[src/rtl/sysreg_pkg.sv]
// Shared register map, status bit positions and write-log entry type for sysreg_bank.
// Read by the top and by the optional write-log FIFO (SYSREG_WRITE_LOG_EN).
package sysreg_pkg;

    localparam logic [4:0] REG_ID0          = 5'h00;
    localparam logic [4:0] REG_ID1          = 5'h01;
    localparam logic [4:0] REG_FEAT         = 5'h03;
    localparam logic [4:0] REG_LADDR        = 5'h04;
    localparam logic [4:0] REG_LDATA        = 5'h05;
    localparam logic [4:0] REG_STATUS       = 5'h06;
    localparam logic [4:0] REG_WCNT         = 5'h07;
    localparam logic [4:0] REG_SCRATCH_BASE = 5'h08;
    localparam logic [4:0] REG_LOG_STAT     = 5'h10;
    localparam logic [4:0] REG_LOG_ADDR     = 5'h11;
    localparam logic [4:0] REG_LOG_DATA     = 5'h12;

    localparam int STATUS_FEAT_LOCKED  = 0;
    localparam int STATUS_SOFT_RESET   = 1;
    localparam int STATUS_LOG_NONEMPTY = 2;

    localparam int LOG_DEPTH = 4;

    typedef struct packed {
        logic [4:0] addr;
        logic [7:0] data;
    } log_entry_t;

endpackage

[src/rtl/sysreg_bank_if.sv]
// Host-side register bus for sysreg_bank.
// The host bus decoder drives single-cycle strobes; d_q is the registered read data.
interface sysreg_bank_if #(parameter int ADDR_W = 5);
    logic [ADDR_W-1:0] a;
    logic [7:0]        d_d;
    logic [7:0]        d_q;
    logic              read_strobe;
    logic              write_strobe;

    modport master (output a, d_d, read_strobe, write_strobe, input d_q);
    modport slave  (input a, d_d, read_strobe, write_strobe, output d_q);
endinterface

[src/rtl/sysreg_write_log.sv]
// Four-deep FIFO of recent writes with sticky overflow and synchronous clear.
// Instantiated by sysreg_bank only when SYSREG_WRITE_LOG_EN is defined.
module sysreg_write_log
    import sysreg_pkg::*;
(
    input  logic       clk,
    input  logic       reset,
    input  logic       clear,
    input  logic       push,
    input  logic       pop,
    input  log_entry_t push_entry,
    output log_entry_t head,
    output logic [2:0] count,
    output logic       overflow
);

    log_entry_t mem [LOG_DEPTH];
    logic [1:0] wr_ptr;
    logic [1:0] rd_ptr;
    logic       do_pop;
    logic       do_push;

    // A pop in the same cycle frees a slot, so a push into a full FIFO is still accepted then.
    assign do_pop  = pop && (count != 3'd0);
    assign do_push = push && ((count != 3'(LOG_DEPTH)) || do_pop);
    assign head    = mem[rd_ptr];

    always_ff @(posedge clk) begin
        if (do_push) begin
            mem[wr_ptr] <= push_entry;
        end
    end

    always_ff @(posedge clk) begin
        if (reset || clear) begin
            wr_ptr   <= 2'd0;
            rd_ptr   <= 2'd0;
            count    <= 3'd0;
            overflow <= 1'b0;
        end else begin
            if (do_push) begin
                wr_ptr <= wr_ptr + 2'd1;
            end
            if (do_pop) begin
                rd_ptr <= rd_ptr + 2'd1;
            end
            if (push && !do_push) begin
                overflow <= 1'b1;
            end
            count <= count + 3'(do_push) - 3'(do_pop);
        end
    end

endmodule

[src/rtl/sysreg_bank.sv]
// Byte-wide per-core system register bank: IDs, scratch, write-once feature enables,
// keyed soft-reset pulse and write tracking. Optional write log under SYSREG_WRITE_LOG_EN.
module sysreg_bank
    import sysreg_pkg::*;
#(
    parameter int              ADDR_W        = 5,
    parameter int              NUM_SCRATCH   = 4,
    parameter logic [7:0]      ID0           = 8'h42,
    parameter logic [7:0]      ID1           = 8'h73,
    parameter logic [7:0]      RST_KEY       = 8'h52,
    parameter int              RST_PULSE_LEN = 16,
    parameter int              FEAT_W        = 8,
    parameter logic [FEAT_W-1:0] FEAT_RESET  = '0
) (
    input  logic              clk,
    input  logic              reset,
    sysreg_bank_if.slave      bus,
    output logic [FEAT_W-1:0] feature_enable,
    output logic              soft_reset
);

    logic [4:0] addr;
    logic       rd;
    logic       wr;
    logic [7:0] scratch [NUM_SCRATCH];
    logic       feat_locked;
    logic [4:0] last_addr;
    logic [7:0] last_data;
    logic [7:0] wcount;
    logic [7:0] pulse_cnt;
    logic [7:0] rdata;
    logic       log_nonempty;
    logic [7:0] log_stat_rd;
    logic [7:0] log_addr_rd;
    logic [7:0] log_data_rd;

    assign addr = bus.a[4:0];
    assign rd   = bus.read_strobe;
    assign wr   = bus.write_strobe;

    // Address bits above a[4] are deliberately ignored.
    if (ADDR_W > 5) begin : g_addr_hi
        logic unused_addr_hi;
        assign unused_addr_hi = ^bus.a[ADDR_W-1:5];
    end

`ifdef SYSREG_WRITE_LOG_EN
    log_entry_t log_head;
    log_entry_t log_push_entry;
    logic [2:0] log_count;
    logic       log_overflow;

    assign log_push_entry = '{addr: addr, data: bus.d_d};

    sysreg_write_log u_write_log (
        .clk        (clk),
        .reset      (reset),
        .clear      (wr && (addr == REG_LOG_STAT)),
        .push       (wr && (addr != REG_LOG_STAT)),
        .pop        (rd && (addr == REG_LOG_DATA)),
        .push_entry (log_push_entry),
        .head       (log_head),
        .count      (log_count),
        .overflow   (log_overflow)
    );

    assign log_nonempty = (log_count != 3'd0);
    assign log_stat_rd  = {log_overflow, 4'b0000, log_count};
    assign log_addr_rd  = {3'b000, log_head.addr};
    assign log_data_rd  = log_nonempty ? log_head.data : 8'hFF;
`else
    assign log_nonempty = 1'b0;
    assign log_stat_rd  = 8'hFF;
    assign log_addr_rd  = 8'hFF;
    assign log_data_rd  = 8'hFF;
`endif

    always_comb begin
        rdata = 8'hFF;
        case (addr)
            REG_ID0:      rdata = ID0;
            REG_ID1:      rdata = ID1;
            REG_FEAT:     rdata = 8'(feature_enable);
            REG_LADDR:    rdata = {3'b000, last_addr};
            REG_LDATA:    rdata = last_data;
            REG_STATUS: begin
                rdata = 8'h00;
                rdata[STATUS_FEAT_LOCKED]  = feat_locked;
                rdata[STATUS_SOFT_RESET]   = soft_reset;
                rdata[STATUS_LOG_NONEMPTY] = log_nonempty;
            end
            REG_WCNT:     rdata = wcount;
            REG_LOG_STAT: rdata = log_stat_rd;
            REG_LOG_ADDR: rdata = log_addr_rd;
            REG_LOG_DATA: rdata = log_data_rd;
            default:      rdata = 8'hFF;
        endcase
        for (int i = 0; i < NUM_SCRATCH; i++) begin
            if (addr == REG_SCRATCH_BASE + 5'(i)) begin
                rdata = scratch[i];
            end
        end
    end

    // soft_reset follows the counter one edge late, so the pulse starts the edge after the key write.
    always_ff @(posedge clk) begin
        if (reset) begin
            bus.d_q        <= 8'hFF;
            feature_enable <= FEAT_RESET;
            feat_locked    <= 1'b0;
            soft_reset     <= 1'b0;
            pulse_cnt      <= 8'd0;
            last_addr      <= 5'd0;
            last_data      <= 8'd0;
            wcount         <= 8'd0;
            for (int i = 0; i < NUM_SCRATCH; i++) begin
                scratch[i] <= 8'd0;
            end
        end else begin
            if (rd) begin
                bus.d_q <= rdata;
            end
            soft_reset <= (pulse_cnt != 8'd0);
            if (wr && (addr == REG_ID0) && (bus.d_d == RST_KEY)) begin
                pulse_cnt <= 8'(RST_PULSE_LEN);
            end else if (pulse_cnt != 8'd0) begin
                pulse_cnt <= pulse_cnt - 8'd1;
            end
            if (wr) begin
                last_addr <= addr;
                last_data <= bus.d_d;
                if (addr == REG_WCNT) begin
                    wcount <= 8'd0;
                end else if (wcount != 8'hFF) begin
                    wcount <= wcount + 8'd1;
                end
                if ((addr == REG_ID1) && !feat_locked) begin
                    feature_enable <= bus.d_d[FEAT_W-1:0];
                    feat_locked    <= 1'b1;
                end
                for (int i = 0; i < NUM_SCRATCH; i++) begin
                    if (addr == REG_SCRATCH_BASE + 5'(i)) begin
                        scratch[i] <= bus.d_d;
                    end
                end
            end
        end
    end

endmodule
[src/flat_wrapper.sv]
// flat-port wrapper written by rule: the top's interface ports become plain ports
module sysreg_bank_flat import sysreg_pkg::*;
#(
    parameter int              ADDR_W        = 5,
    parameter int              NUM_SCRATCH   = 4,
    parameter logic [7:0]      ID0           = 8'h42,
    parameter logic [7:0]      ID1           = 8'h73,
    parameter logic [7:0]      RST_KEY       = 8'h52,
    parameter int              RST_PULSE_LEN = 16,
    parameter int              FEAT_W        = 8,
    parameter logic [FEAT_W-1:0] FEAT_RESET  = '0
)
  (clk, reset, feature_enable, soft_reset, bus_a, bus_d_d, bus_read_strobe, bus_write_strobe, bus_d_q);
  sysreg_bank_if #(.ADDR_W(ADDR_W)) bus_i ();
  input  logic clk;
  input  logic reset;
  output logic [FEAT_W-1:0] feature_enable;
  output logic soft_reset;
  input wire logic [$bits(bus_i.a)-1:0] bus_a;
  input wire logic [$bits(bus_i.d_d)-1:0] bus_d_d;
  input wire logic [$bits(bus_i.read_strobe)-1:0] bus_read_strobe;
  input wire logic [$bits(bus_i.write_strobe)-1:0] bus_write_strobe;
  output wire logic [$bits(bus_i.d_q)-1:0] bus_d_q;
  assign bus_i.a = bus_a;
  assign bus_i.d_d = bus_d_d;
  assign bus_i.read_strobe = bus_read_strobe;
  assign bus_i.write_strobe = bus_write_strobe;
  assign bus_d_q = bus_i.d_q;
  sysreg_bank #(.ADDR_W(ADDR_W), .NUM_SCRATCH(NUM_SCRATCH), .ID0(ID0), .ID1(ID1), .RST_KEY(RST_KEY), .RST_PULSE_LEN(RST_PULSE_LEN), .FEAT_W(FEAT_W), .FEAT_RESET(FEAT_RESET)) u_core (.clk(clk), .reset(reset), .bus(bus_i), .feature_enable(feature_enable), .soft_reset(soft_reset));
endmodule
[config.mk]
export PLATFORM = sky130hd
export DESIGN_NAME = sysreg_bank_flat
export DESIGN_NICKNAME = d
export VERILOG_FILES = /design/src/rtl/sysreg_pkg.sv /design/src/rtl/sysreg_bank_if.sv /design/src/rtl/sysreg_write_log.sv /design/src/rtl/sysreg_bank.sv /design/src/flat_wrapper.sv
export SDC_FILE = /design/constraint.sdc
export NUM_CORES = 1
export LEC_CHECK = 0
export CAP_MARGIN = 20
export CORE_MARGIN = 1
export CORE_UTILIZATION = 56
export DETAILED_ROUTE_END_ITERATION = 10
export PLACE_DENSITY = 0.77
export SLEW_MARGIN = 20
export SYNTH_ARGS = -nofsm -noshare
export SYNTH_HDL_FRONTEND = slang
export SYNTH_SLANG_ARGS = --single-unit
export TNS_END_PERCENT = 5
[constraint.sdc]
create_clock -name clk -period 2.4 [get_ports clk]
set_input_delay 0.6 -clock clk [delete_from_list [all_inputs] [get_ports clk]]
set_output_delay 0.6 -clock clk [all_outputs]
set_load 0.01 [all_outputs]
; ---- Word-level counts from Yosys, hierarchy flattened
; Memory sizes are Yosys's and may differ from the RTL's.
; Index checks and enable logic that the tools add are counted.
[classes]
add_sub_neg = 2
eq_ne = 12
n_mux = 31
bitwise = 4
reduce_logical = 11
[op_table]
columns = cell, n
row1 = $mux 8, 10
row2 = $pmux 8 s7, 1
row3 = $eq 5x3->1 const B, 4
row4 = $eq 5x4->1 const B, 4
row5 = $mux 1, 18
row6 = $mux 5, 2
row7 = $add 8x1->8 const B, 1
row8 = $eq 8x7->1 const B, 1
row9 = $ne 8x8->1 const B, 1
row10 = $reduce_bool 8->1, 1
row11 = $sub 8x1->8 const B, 1
row12 = $eq 5x1->1 const B, 1
row13 = $eq 5x2->1 const B, 1
row14 = $logic_not 5->1, 1
row15 = $or 1x1->1, 4
row16 = $reduce_and 2->1, 2
row17 = $reduce_bool 2->1, 2
row18 = $logic_and 1x1->1, 3
row19 = $reduce_or 2->1, 1
row20 = $logic_not 1->1, 1
[totals]
ff_bits = 47
ram_bits = 32
input_bits = 17
out_inout_bits = 17
wordCells = 70
memories = 1
[mem_list]
columns = memory, words, width, rd, rd_clocked_by_memory_dff, wr, line
row1 = u_core.scratch, 4, 8, 4, 0, 4, sysreg_bank.sv:25  ; logic [7:0] scratch [NUM_SCRATCH];

; ---- Longest topological paths before layout
[logic_depth]
word_depth = 6
depth_mapped = 8
depth_no_buf = 7

; ---- Worst setup path after synthesis
; OpenSTA, ideal clock, no wires.
[synth_path]
path_type = input-to-reg
start = in bus_a[3]
end = mem u_core.scratch[2][0], enable pin
setup_time_ns = 0.326
arrival_time_ns = 1.618
required_ns = 2.074
setup_slack_ns = 0.456
stages = 4
path_buffers = 1
path_cell_list = buf_2 nand3b_1 nor3_1 a21o_1
[synth_rtl]
columns = item, line
row1 = start: declaration, flat_wrapper.sv:19  ; input wire logic [$bits(bus_i.a)-1:0] bus_a;
row2 = end: declaration, sysreg_bank.sv:25

; ---- Worst setup path after layout
[layout_path]
start = in bus_a[4]
end = reg u_core.bus.d_q[6]
[layout_via]
elab_chain_len = 6
[layout_lines]
columns = item, line
row1 = "$eq 5x3->1, or another cell as far along", sysreg_bank.sv:80  ; case (addr)
row2 = $pmux 8 s7, sysreg_bank.sv:80
row3 = $mux 8 (3 in a row), sysreg_bank.sv:99  ; if (addr == REG_SCRATCH_BASE + 5'(i)) begin
row4 = $mux 8 *, sysreg_bank.sv:99
row5 = end signal: assignment, sysreg_bank.sv:121  ; bus.d_q <= rdata;
row6 = end: declaration, sysreg_bank_if.sv:11  ; modport slave (input a, d_d, read_strobe, write_strobe, output d_q);
; Mark *: on every way between the ends. The rest lies on a longest branch, timed or not.
; A chain may end at the register's enable or synchronous reset.

==> impl_results.md <==
* Mapped Area at about 0.0038 mm²
* Fmax at between 400 and 500 MHz
* Fraction of registers with async set/reset at 0%
* DR pass1 iterations at 7
* DR iter-0 viols at between 200 and 300
* Diode count at 0
* Pin count of the biggest net entering global routing at 29
* CP Class: in2reg
* Fin Hold WS at 0.4987 ns
* Initial core utilization at roughly three fifths
* Synth warn at 0
* Slew headroom at between 60% and 70%
* Max-cap violations at 0
* Worst-path fanout max at 7
* Die W at 84.69 µm
* Top cell type's share of synthesized area at between 20% and 30%
* Syn_nets at 411
* Vias in the first global route at ~3.2k
* CP Cell Sequence: clkdlybuf4s50_1 > nor2_1 > nand2_1 > o22ai_1 > nor4_1 > or3_1
* Gpl congestion at between 0.9 and 1
* Post-synth EDFFs at 32
* Share of layout cells above drive strength 1 at around 18%
* Post-route clock skew at slightly above 0.01 ns
* First-pass GRT wire length at 15840 µm
* Vias per Instance at about 6
* Top cells by count, synth: 59 x nor2_1, 47 x dfxtp_1, 37 x and2_1
* Core ar. at between 0.006 and 0.007 mm²
* Synth Instances at 392
* #FFs+latches synth at between 70 and 80
* DIE AREA at 0.007172 mm²
* Area leader, netlist: edfxtp_1
* Worst setup path end: u_core.bus.d_q[6]
* Synth top area cells: edfxtp_1 25%, dfxtp_1 25%, mux2i_1 6.3%
* Tot GR Track Use at between 20 and 30%
* CP Depth at 6
* Setup Viol. Count Final at 0
* Hold buffers post-CTS at 0
* Layout Nets at just under 500
* Fin crit period at around 2.3 ns
* Total CTS buffers at 9
* Pleak at between 1.5 and 2 nW
* Worst reg2reg endpoint: u_core.pulse_cnt[1]
* Multi-input logic area at ~0.0018 mm²
* Nature of the critical path startpoint: input pin
* Min-Delay Path Class: reg2reg
* I/O pin count at 34
* Reg2reg start: u_core.pulse_cnt[1]
* Yosys cell types at 57
* Clock-pin slew on the worst setup and hold paths at ~0.080 ns
* Latest clock arrival within the worst-skew pair at 0.36 ns
* Crit path launch: bus_a[4]
* Largest stage delay, worst path at between 0.5 and 0.6 ns
* PortBufs at 33
* Worst slew pin tran at 0.5348 ns
* Max-slew violations at 0
* Half-perimeter wire length after placement at roughly 7200 µm
* Reg2reg setup slack at approximately 0.37 ns
* Vias at between 3k and 4k
* Final antenna-violating net count at 0
* Syn Area/Cell at 9.767 µm²
* Pwr Density at roughly 700 mW/mm²
* DIE HEIGHT at 84.69 µm
* CTS tree: built
* CTS Sinks at 79
* Root Buffer: clkbuf_8
* Endpoint type of the worst setup path: flop
* Post-cts sizing count at 0
* Total routed wirelength at ~9800 µm
* RSZ-0062 raised after global routing: false
* CP bufs+invs at 1
* Top delay family on crit path: simple AND/OR/NAND/NOR gates
* Reg area at approximately 0.0019 mm²
* FF-to-FF path depth at 6
* Register area share after synthesis at between 40 and 50%
* Most numerous cell in the Yosys netlist: nor2_1
* Drt drc at 0
* Area grow syn2layout at 26.96%
* Slowest cell on crit path: clkdlybuf4s50_1
* Core Rows at 29
* Top_reg_cell synth: dfxtp_1
* Post-CTS setup buffers at 0
* CP required at 2.63 ns
* Fill count at between 400 and 500
* Wire per inst at 17.72 µm
* Clock H-tree levels at 3
* Status: completed
* Crit share post-route at between 90% and 100%
* Fin Setup TNS at 0 ns
* Final hold vios at 0
* CP arrival at 2.53 ns
* Maximum clock path buffer count at 2
* GRT overflow at 0
* Max VDD drop at roughly 0.7 mV
* Initial antenna violation count at 0
-- through the flow --
stage          cell area (µm²)  total power [mW]  setup slack (ns)  std cells  util (%)
2_1_floorplan             3829             1.992            0.4561        392         -
5_1_grt                   4861             3.456          0.009116        554     75.26
3_5_place_dp              4634             2.227           -0.1855        538     71.76
6_report                  4861             3.322            0.1037        554     75.26
3_3_place_gp              4634             2.205           -0.1977        538     71.76
4_1_cts                   4861             3.332            0.1846        554     75.26
-- cell usage in the layout, fill, tap and decap left out, drive strengths merged, types with 2 or more instances in the layout --
cell type,Yosys,layout
o22ai,5,5
dfxtp,47,47
nand2,19,19
edfxtp,32,32
buf,10,54
nor2,60,60
a221oi,2,2
nor2b,8,8
clkinv,0,2
nor3b,5,5
a22oi,7,7
o211ai,2,2
bufinv,0,2
a21oi,20,20
nand3b,2,2
o21ai,17,17
mux2,2,2
ha,2,2
nand4,2,2
inv,7,9
nand2b,9,9
a311oi,2,2
and2,37,37
a211o,2,2
o31ai,2,2
nor4,6,6
a22o,2,2
clkbuf,8,9
or3,7,7
nor3,7,7
nand3,5,5
xnor2,8,8
clkdlybuf4s50,0,33
and3b,2,2
mux2i,24,24
a21o,5,5
-- layer usage --
metal  vias up  track usage [%]  share of wire, %
li1       1565                -                 -
met1      1560            40.61                45
met2       136            45.90                46
met3        17            5.211               7.0
met4         0            10.79               2.1
met5         -                0                 0
-- cell families (layout without fill, tap and decap cells) --
family	after synthesis	count (layout)	share of synthesized area [%]
fa+ha+maj	2	2	0.6535
buf+inv	25	110	2.680
mux	26	26	6.863
compound gates	77	77	13.50
simple gates	174	174	24.57
flops	79	79	49.67
xor+xnor	9	9	2.059
-- final cells by class --
| class | count | share of cell area (%) |
|---|---|---|
| multi-input combinational | 288 | 37.53 |
| tap | 77 | 1.982 |
| clock inverter | 7 | 2.111 |
| clock buffer | 9 | 2.548 |
| inverter | 7 | 0.5405 |
| timing repair buffer | 87 | 16.16 |
| sequential | 79 | 39.12 |
-- worst reg2reg max path: stages, from the launching register on --
cell,delay [ns]
dfxtp_1,0.35
inv_1,0.07
ha_1,0.18
or3b_4,0.40
or3_4,0.36
or3_4,0.36
o211a_1,0.21
-- registers in the layout, indices dropped and copies added, names as in the netlist --
name,flops
u_core.last_data,8
u_core.soft_reset,1
u_core.wcount,8
u_core.feat_locked,1
u_core.last_addr,5
u_core.scratch,32
u_core.bus.d_q,8
u_core.pulse_cnt,8
u_core.feature_enable,8
-- worst min path at each step --
stage,start,to,slack (ns),cells after the start
final,u_core.pulse_cnt[3],u_core.pulse_cnt[3],0.50,2
after CTS,u_core.pulse_cnt[3],u_core.pulse_cnt[3],0.50,2
after global placement,u_core.pulse_cnt[3],u_core.pulse_cnt[3],0.47,2
after global routing,u_core.pulse_cnt[3],u_core.pulse_cnt[3],0.53,2
after floorplan,u_core.last_data[5],u_core.last_data[5],0.45,2
after detailed placement,u_core.pulse_cnt[3],u_core.pulse_cnt[3],0.48,2
-- where the power goes --
group          internal, mW  switching [mW]  total (mW)  leakage (nW)
Sequential             1.50          0.0816        1.59         0.691
Combinational         0.322           0.297       0.619          1.09
Clock                 0.596           0.522        1.12         0.110
Total                  2.42           0.901        3.32          1.89
(Power assumes the default switching activity.)
